### src/rtl/uart_rx_oversampled.sv
// 8N1 UART receiver: two-flop input synchronizer, 16x oversampling tick,
// mid-bit start validation, show-ahead receive FIFO and sticky error flags.
module uart_rx_oversampled #(
  parameter int TICK_DIV   = 27,
  parameter int FIFO_DEPTH = 4
) (
  input  logic       clk,
  input  logic       reset,
  input  logic       rx,
  input  logic       rd_en,
  input  logic       err_clr,
  output logic [7:0] dout,
  output logic       rdy,
  output logic       frame_err,
  output logic       overrun
);

  localparam int CW = $clog2(TICK_DIV);
  localparam int AW = $clog2(FIFO_DEPTH);
  localparam int PW = AW + 1;
  localparam logic [CW-1:0] TICK_MAX = CW'(TICK_DIV - 1);

  typedef enum logic [2:0] {
    S_IDLE  = 3'd0,
    S_START = 3'd1,
    S_DATA  = 3'd2,
    S_STOP  = 3'd3,
    S_BREAK = 3'd4
  } state_e;

  logic          sync1_q, rxs_q;
  logic [CW-1:0] tcnt_q, tcnt_d;
  logic          tick_s;
  state_e        state_q, state_d;
  logic [3:0]    scnt_q, scnt_d;
  logic [2:0]    bidx_q, bidx_d;
  logic [7:0]    shreg_q, shreg_d;
  logic          push_s, ferr_set_s;
  logic [7:0]    mem_q [FIFO_DEPTH];
  logic [PW-1:0] wptr_q, wptr_d, rptr_q, rptr_d;
  logic          full_s, empty_s, pop_s, wr_s, ovr_set_s;
  logic [7:0]    dout_q, dout_d;
  logic          rdy_q, rdy_d, ferr_q, ferr_d, ovr_q, ovr_d;

  // Oversample tick divider.
  always_comb begin
    tick_s = (tcnt_q == TICK_MAX);
    if (tick_s) begin
      tcnt_d = {CW{1'b0}};
    end else begin
      tcnt_d = tcnt_q + CW'(1);
    end
  end

  // Receive FSM: every transition is qualified by the oversample tick.
  always_comb begin
    state_d    = state_q;
    scnt_d     = scnt_q;
    bidx_d     = bidx_q;
    shreg_d    = shreg_q;
    push_s     = 1'b0;
    ferr_set_s = 1'b0;
    if (tick_s) begin
      case (state_q)
        S_IDLE: begin
          if (!rxs_q) begin
            state_d = S_START;
            scnt_d  = 4'd0;
          end else begin
            state_d = S_IDLE;
          end
        end
        S_START: begin
          if (scnt_q == 4'd7) begin
            scnt_d = 4'd0;
            bidx_d = 3'd0;
            if (!rxs_q) begin
              state_d = S_DATA;
            end else begin
              state_d = S_IDLE;
            end
          end else begin
            scnt_d = scnt_q + 4'd1;
          end
        end
        S_DATA: begin
          if (scnt_q == 4'd15) begin
            shreg_d = {rxs_q, shreg_q[7:1]};
            bidx_d  = bidx_q + 3'd1;
            scnt_d  = 4'd0;
            if (bidx_q == 3'd7) begin
              state_d = S_STOP;
            end else begin
              state_d = S_DATA;
            end
          end else begin
            scnt_d = scnt_q + 4'd1;
          end
        end
        S_STOP: begin
          if (scnt_q == 4'd15) begin
            scnt_d = 4'd0;
            if (rxs_q) begin
              push_s  = 1'b1;
              state_d = S_IDLE;
            end else begin
              ferr_set_s = 1'b1;
              state_d    = S_BREAK;
            end
          end else begin
            scnt_d = scnt_q + 4'd1;
          end
        end
        S_BREAK: begin
          if (rxs_q) begin
            state_d = S_IDLE;
          end else begin
            state_d = S_BREAK;
          end
        end
        default: state_d = S_IDLE;
      endcase
    end else begin
      state_d = state_q;
    end
  end

  // FIFO pointers, push/pop arbitration and next values of the registered outputs.
  always_comb begin
    empty_s   = (wptr_q == rptr_q);
    full_s    = (wptr_q[AW] != rptr_q[AW]) && (wptr_q[AW-1:0] == rptr_q[AW-1:0]);
    pop_s     = rd_en && !empty_s;
    wr_s      = push_s && (!full_s || pop_s);
    ovr_set_s = push_s && full_s && !pop_s;
    wptr_d    = wr_s  ? (wptr_q + PW'(1)) : wptr_q;
    rptr_d    = pop_s ? (rptr_q + PW'(1)) : rptr_q;
    rdy_d     = (wptr_d != rptr_d);
    // A byte written into an empty FIFO becomes the head in the same edge.
    if (!rdy_d) begin
      dout_d = 8'h00;
    end else if (wr_s && (wptr_q[AW-1:0] == rptr_d[AW-1:0])) begin
      dout_d = shreg_q;
    end else begin
      dout_d = mem_q[rptr_d[AW-1:0]];
    end
    if (ferr_set_s) begin
      ferr_d = 1'b1;
    end else if (err_clr) begin
      ferr_d = 1'b0;
    end else begin
      ferr_d = ferr_q;
    end
    if (ovr_set_s) begin
      ovr_d = 1'b1;
    end else if (err_clr) begin
      ovr_d = 1'b0;
    end else begin
      ovr_d = ovr_q;
    end
  end

  // State, synchronizer and output registers.
  always_ff @(posedge clk or negedge reset) begin
    if (!reset) begin
      sync1_q <= 1'b1;
      rxs_q   <= 1'b1;
      tcnt_q  <= {CW{1'b0}};
      state_q <= S_IDLE;
      scnt_q  <= 4'd0;
      bidx_q  <= 3'd0;
      shreg_q <= 8'h00;
      wptr_q  <= {PW{1'b0}};
      rptr_q  <= {PW{1'b0}};
      dout_q  <= 8'h00;
      rdy_q   <= 1'b0;
      ferr_q  <= 1'b0;
      ovr_q   <= 1'b0;
    end else begin
      sync1_q <= rx;
      rxs_q   <= sync1_q;
      tcnt_q  <= tcnt_d;
      state_q <= state_d;
      scnt_q  <= scnt_d;
      bidx_q  <= bidx_d;
      shreg_q <= shreg_d;
      wptr_q  <= wptr_d;
      rptr_q  <= rptr_d;
      dout_q  <= dout_d;
      rdy_q   <= rdy_d;
      ferr_q  <= ferr_d;
      ovr_q   <= ovr_d;
    end
  end

  // FIFO storage.
  always_ff @(posedge clk or negedge reset) begin
    if (!reset) begin
      for (int i = 0; i < FIFO_DEPTH; i++) begin
        mem_q[i] <= 8'h00;
      end
    end else if (wr_s) begin
      mem_q[wptr_q[AW-1:0]] <= shreg_q;
    end else begin
      mem_q <= mem_q;
    end
  end

  assign dout      = dout_q;
  assign rdy       = rdy_q;
  assign frame_err = ferr_q;
  assign overrun   = ovr_q;

endmodule
### config.mk
export PLATFORM = sky130hd
export DESIGN_NAME = uart_rx_oversampled
export DESIGN_NICKNAME = d
export VERILOG_FILES = /design/src/rtl/uart_rx_oversampled.sv
export SDC_FILE = /design/constraint.sdc
export NUM_CORES = 1
export LEC_CHECK = 0
export BUFFER_PORTS_ARGS = -buffer_cell sky130_fd_sc_hd__buf_2
export CAP_MARGIN = 5
export CORE_MARGIN = 8
export CORE_UTILIZATION = 25
export CTS_CLUSTER_DIAMETER = 80
export DETAILED_ROUTE_END_ITERATION = 8
export PLACE_DENSITY = 0.41
export SETUP_SLACK_MARGIN = 0.02
export SYNTH_ARGS = -nofsm -noshare
export SYNTH_HDL_FRONTEND = slang
export SYNTH_SLANG_ARGS = --single-unit
### constraint.sdc
create_clock -name clk -period 3.96 [get_ports clk]
set_input_delay 0.396 -clock clk [delete_from_list [all_inputs] [get_ports clk]]
set_output_delay 0.396 -clock clk [all_outputs]
set_load 0.1 [all_outputs]
==> out/summary.log <==
INFO  outcome        run_status=finished, final reports clean
INFO  clock_network  clock_insertion_delay_worst_skew=0.34ns
INFO  floorplan      floorplan.die_area=20370µm²
INFO  yosys          synth_seq_area_share=46.18%
INFO  floorplan      floorplan.io_pins=16
INFO  power_and_ir_drop p_sw=351.7µW
INFO  hold_path      worstHoldPathCells=1
INFO  power_and_ir_drop totalPowerFinal=1.621mW
INFO  drt            detail_route.wirelength=9184µm
INFO  yosys          synth_top_area_share=44.87%
INFO  global_routing grt_use_total=9.636%
INFO  timing         setup-tns-final=0ns
INFO  clock_network  holdBufCountCts=0
INFO  finish         layout.area.seq=1854µm²
INFO  critical_path  path_class=flip-flop to flip-flop
INFO  yosys          mappedNetlistArea=4015µm²
INFO  drt            drt-pass1-iter-count=4
INFO  yosys          ys_async_sr_fraction=100.0%
INFO  yosys          syn_inst=329
INFO  finish         layout.cells.non_filler=566
INFO  timing         relSlewSlack=21.41%
INFO  place          io_buffer_count=15
INFO  timing         worst_slew_pin_slew=1.172ns
INFO  critical_path  timing.critical_path.required=4.19ns
INFO  critical_path  regToRegEndpoint=dout[2]$_DFF_PN0_
INFO  floorplan      die_height=142.7µm
INFO  flow_run       drv.max_cap_violation_count=0
INFO  place          dpl.hpwl=5970µm
INFO  critical_path  crit_arrival=3.29ns
INFO  drt            antenna_violating_nets_post_route=0
INFO  power_and_ir_drop power.combinational.fraction=1.5%
INFO  finish         nets=360
INFO  clock_network  clk_path_buf_depth=2
INFO  yosys          syn_avg_cell_area=12.20µm²
INFO  finish         fillerInstances=1626
INFO  timing         report.final.slew_viol_count=0
INFO  global_routing grt_antenna_before_repair=0
INFO  timing         finalHoldViolCount=0
INFO  finish         antennaDiodeCount=0
INFO  power_and_ir_drop leakagePower=1.929nW
INFO  drt            via_per_inst=4.548
INFO  clock_network  cts_root_buf=sky130_fd_sc_hd__clkbuf_16
INFO  timing         maxClockFrequency=326.3MHz
INFO  power_and_ir_drop p_int=1.269mW
INFO  yosys          synth_warnings=0
INFO  timing         final.period_utilization=77.38%
INFO  critical_path  setup.reg_to_reg.worst_slack=0.90ns
INFO  yosys          synth_edf_count=0
INFO  clock_network  cts_setup_buffers=0
INFO  yosys          syn_nets=344
INFO  place          gp_routability_congestion=0.6909
INFO  clock_network  h-tree-depth=3
INFO  power_and_ir_drop vdd.ir_drop.worst=0.1863mV
INFO  power_and_ir_drop cellPowerDensity=352.2nW/µm²
INFO  global_routing grt_pass1_vias=2606
INFO  hold_path      timing.hold.worst_endpoint=sync1_q$_DFF_PN1_
INFO  global_routing pin_count_of_the_biggest_net_entering_global_routing=75
INFO  critical_path  ff2ff_path_depth=5
INFO  power_and_ir_drop seq_power_share=47.0%
INFO  timing         finalWorstPathRequiredPeriod=3.064ns
INFO  timing         fin_worst_skew=0.007920ns
INFO  hold_path      worstHoldPathType=input pin to flip-flop
INFO  finish         layout-area-overhead-vs-synth=14.65%
INFO  floorplan      initial_core_util=25.46%
INFO  critical_path  setup.worst_path.start=rptr_q[0]$_DFF_PN0_
INFO  yosys          synthesis_stage_register_bit_count=74
INFO  clock_network  numClockSinks=74
INFO  clock_network  clock_slew_at_reported_path_ffs=0.06ns
INFO  clock_network  tritoncts_clock_tree=yes
INFO  drt            route.vias.total=2574
INFO  critical_path  cp-end-kind=flip-flop
INFO  floorplan      die_width=142.7µm
INFO  clock_network  cts-resized-gates=0
INFO  power_and_ir_drop power_frac_clock=51.5%
INFO  power_and_ir_drop sw_share=21.70%
INFO  critical_path  worst_r2r_startpoint=rptr_q[0]$_DFF_PN0_
INFO  global_routing grt_pass1_wl=14840µm
INFO  drt            wl_per_cell=16.23µm
INFO  critical_path  critical_path_peak_fanout=12
INFO  place          post-place-cells=550
INFO  yosys          synth_area_leader_cell=sky130_fd_sc_hd__dfrtp_1
INFO  clock_network  tritoncts.num_buffers=9
INFO  hold_path      min-delay-start=rx
INFO  timing         rsz0062_at_grt=false
INFO  critical_path  worstSetupStartpointType=flip-flop
INFO  finish         multi_input_area=2044µm²
INFO  floorplan      core_area=15770µm²
INFO  timing         setup_violations=0
INFO  yosys          synth.area.top_cells=sky130_fd_sc_hd__dfrtp_1 (45%), sky130_fd_sc_hd__mux2_2 (11%), sky130_fd_sc_hd__mux2i_1 (9.0%)
INFO  global_routing globalRouteOverflowTotal=0
INFO  drt            drt_first_iter_violations=166
INFO  yosys          postSynth.topFlopCell=sky130_fd_sc_hd__dfrtp_1
INFO  finish         drive_above_1_share=26.00%
INFO  floorplan      row_count=46
INFO  drt            drt_drc_violations_left=0
INFO  yosys          ys_types=50
## worst max path at each step
| stage | endpoint | slack [ns] | cells after the start |
|---|---|---|---|
| 6_report | dout[2]$_DFF_PN0_ | 0.90 | 5 |
| 5_1_grt | dout[2]$_DFF_PN0_ | 0.70 | 5 |
| 4_1_cts | dout[2]$_DFF_PN0_ | 0.83 | 5 |
| 3_5_place_dp | dout[5]$_DFF_PN0_ | 0.84 | 5 |
| 3_3_place_gp | dout[2]$_DFF_PN0_ | 0.99 | 5 |
| 2_1_floorplan | dout[0]$_DFF_PN0_ | 1.75 | 8 |
## routing by layer
| layer | vias up | share of wire (%) | track usage [%] |
|---|---|---|---|
| met4 | 0 | 1.4 | 3.356 |
| met1 | 1288 | 50 | 12.85 |
| met5 | - | 0 | 0 |
| met3 | 10 | 2.0 | 2.304 |
| li1 | 1256 | - | - |
| met2 | 20 | 47 | 14.90 |
## critical path, cell delays in order (launching register included)
cell and delay [ns]:
sky130_fd_sc_hd__dfrtp_1 0.81, sky130_fd_sc_hd__xor2_2 0.26, sky130_fd_sc_hd__o31ai_2 1.03, sky130_fd_sc_hd__mux4_1 0.44, sky130_fd_sc_hd__a21boi_0 0.15, sky130_fd_sc_hd__nor4_1 0.26
## state kept, by name, indices dropped and copies added (netlist names), 3 cells and up
| signal | cells |
|---|---|
| bidx_q | 3 |
| tcnt_q | 5 |
| wptr_q | 3 |
| dout | 8 |
| scnt_q | 4 |
| rptr_q | 3 |
| mem_q | 32 |
| state_q | 3 |
| shreg_q | 8 |
## logic make-up (layout without fill, tap and decap cells)
logic type / count (synthesis) / count (layout) / share of synthesized area [%]
compound gates: 41 / 41 / 7.168
simple gates: 84 / 84 / 11.90
fa+ha+maj: 10 / 10 / 3.116
buf+inv: 22 / 43 / 2.898
mux: 85 / 85 / 25.71
flops: 74 / 74 / 46.18
xor+xnor: 13 / 13 / 3.023
## final cells by class
type                       instances  area share [%]
multi-input combinational        233           44.41
clock buffer                      10           5.192
inverter                          10          0.8154
clock inverter                     6           1.413
tap                              216           5.871
sequential                        74           40.28
timing repair buffer              17           2.011
## placed cells by master, fill, tap and decap left out, types with 4 or more instances in the layout
cell / n
sky130_fd_sc_hd__dfrtp_1: 72
sky130_fd_sc_hd__nand3_1: 5
sky130_fd_sc_hd__mux2_2: 41
sky130_fd_sc_hd__ha_1: 10
sky130_fd_sc_hd__mux2i_1: 36
sky130_fd_sc_hd__a21oi_1: 6
sky130_fd_sc_hd__a21boi_0: 8
sky130_fd_sc_hd__nor3_1: 14
sky130_fd_sc_hd__inv_1: 10
sky130_fd_sc_hd__nand2b_1: 4
sky130_fd_sc_hd__buf_2: 14
sky130_fd_sc_hd__mux4_1: 8
sky130_fd_sc_hd__o21ai_0: 10
sky130_fd_sc_hd__clkbuf_16: 9
sky130_fd_sc_hd__nor4_1: 10
sky130_fd_sc_hd__nor2_1: 13
sky130_fd_sc_hd__nand2_1: 17
sky130_fd_sc_hd__xnor2_1: 9
## power by group through the flow
stage | logic, mW | registers (mW) | clock network [mW]
2_1_floorplan | 0.00761 | 0.774 | 0
3_3_place_gp | 0.0260 | 0.776 | 0
3_5_place_dp | 0.0264 | 0.776 | 0
4_1_cts | 0.0268 | 0.762 | 0.868
5_1_grt | 0.0296 | 0.762 | 0.900
6_report | 0.0247 | 0.762 | 0.835
## stage by stage
stage / setup WS, ns / hold slack, ns / cell area, µm² / utilization [%]
floorplan: 1.748 / 0.1004 / 4015 / -
detailed placement: 0.8413 / 0.3532 / 4299 / 27.26
finish: 0.8957 / 0.1632 / 4603 / 29.19
global route: 0.7046 / 0.1466 / 4603 / 29.19
global placement: 0.9899 / 0.3528 / 4299 / 27.26
CTS: 0.8330 / 0.1459 / 4603 / 29.19
## synthesized netlist by cell type, types with 2 or more instances
master                     instances
sky130_fd_sc_hd__and3_1            2
sky130_fd_sc_hd__nor2_1           13
sky130_fd_sc_hd__nor3_1           14
sky130_fd_sc_hd__inv_1            10
sky130_fd_sc_hd__mux2_2           41
sky130_fd_sc_hd__ha_1             10
sky130_fd_sc_hd__buf_2             3
sky130_fd_sc_hd__xor2_1            3
sky130_fd_sc_hd__nor4_1           10
sky130_fd_sc_hd__mux2i_1          36
sky130_fd_sc_hd__dfrtp_1          72
sky130_fd_sc_hd__o22ai_1           3
sky130_fd_sc_hd__a21oi_1           6
sky130_fd_sc_hd__dfstp_2           2
sky130_fd_sc_hd__o21ai_0          10
sky130_fd_sc_hd__o31ai_1           3
sky130_fd_sc_hd__a21o_1            3
sky130_fd_sc_hd__clkbuf_1          4
sky130_fd_sc_hd__nand2_1          17
sky130_fd_sc_hd__nand2b_1          4
sky130_fd_sc_hd__buf_6             3
sky130_fd_sc_hd__nand3_1           5
sky130_fd_sc_hd__nor3b_1           2
sky130_fd_sc_hd__buf_4             2
sky130_fd_sc_hd__a21boi_0          8
sky130_fd_sc_hd__mux4_1            8
sky130_fd_sc_hd__nand2_2           3
sky130_fd_sc_hd__xnor2_1           9
sky130_fd_sc_hd__or2_2             2
Power figures use the tool's default switching activity.
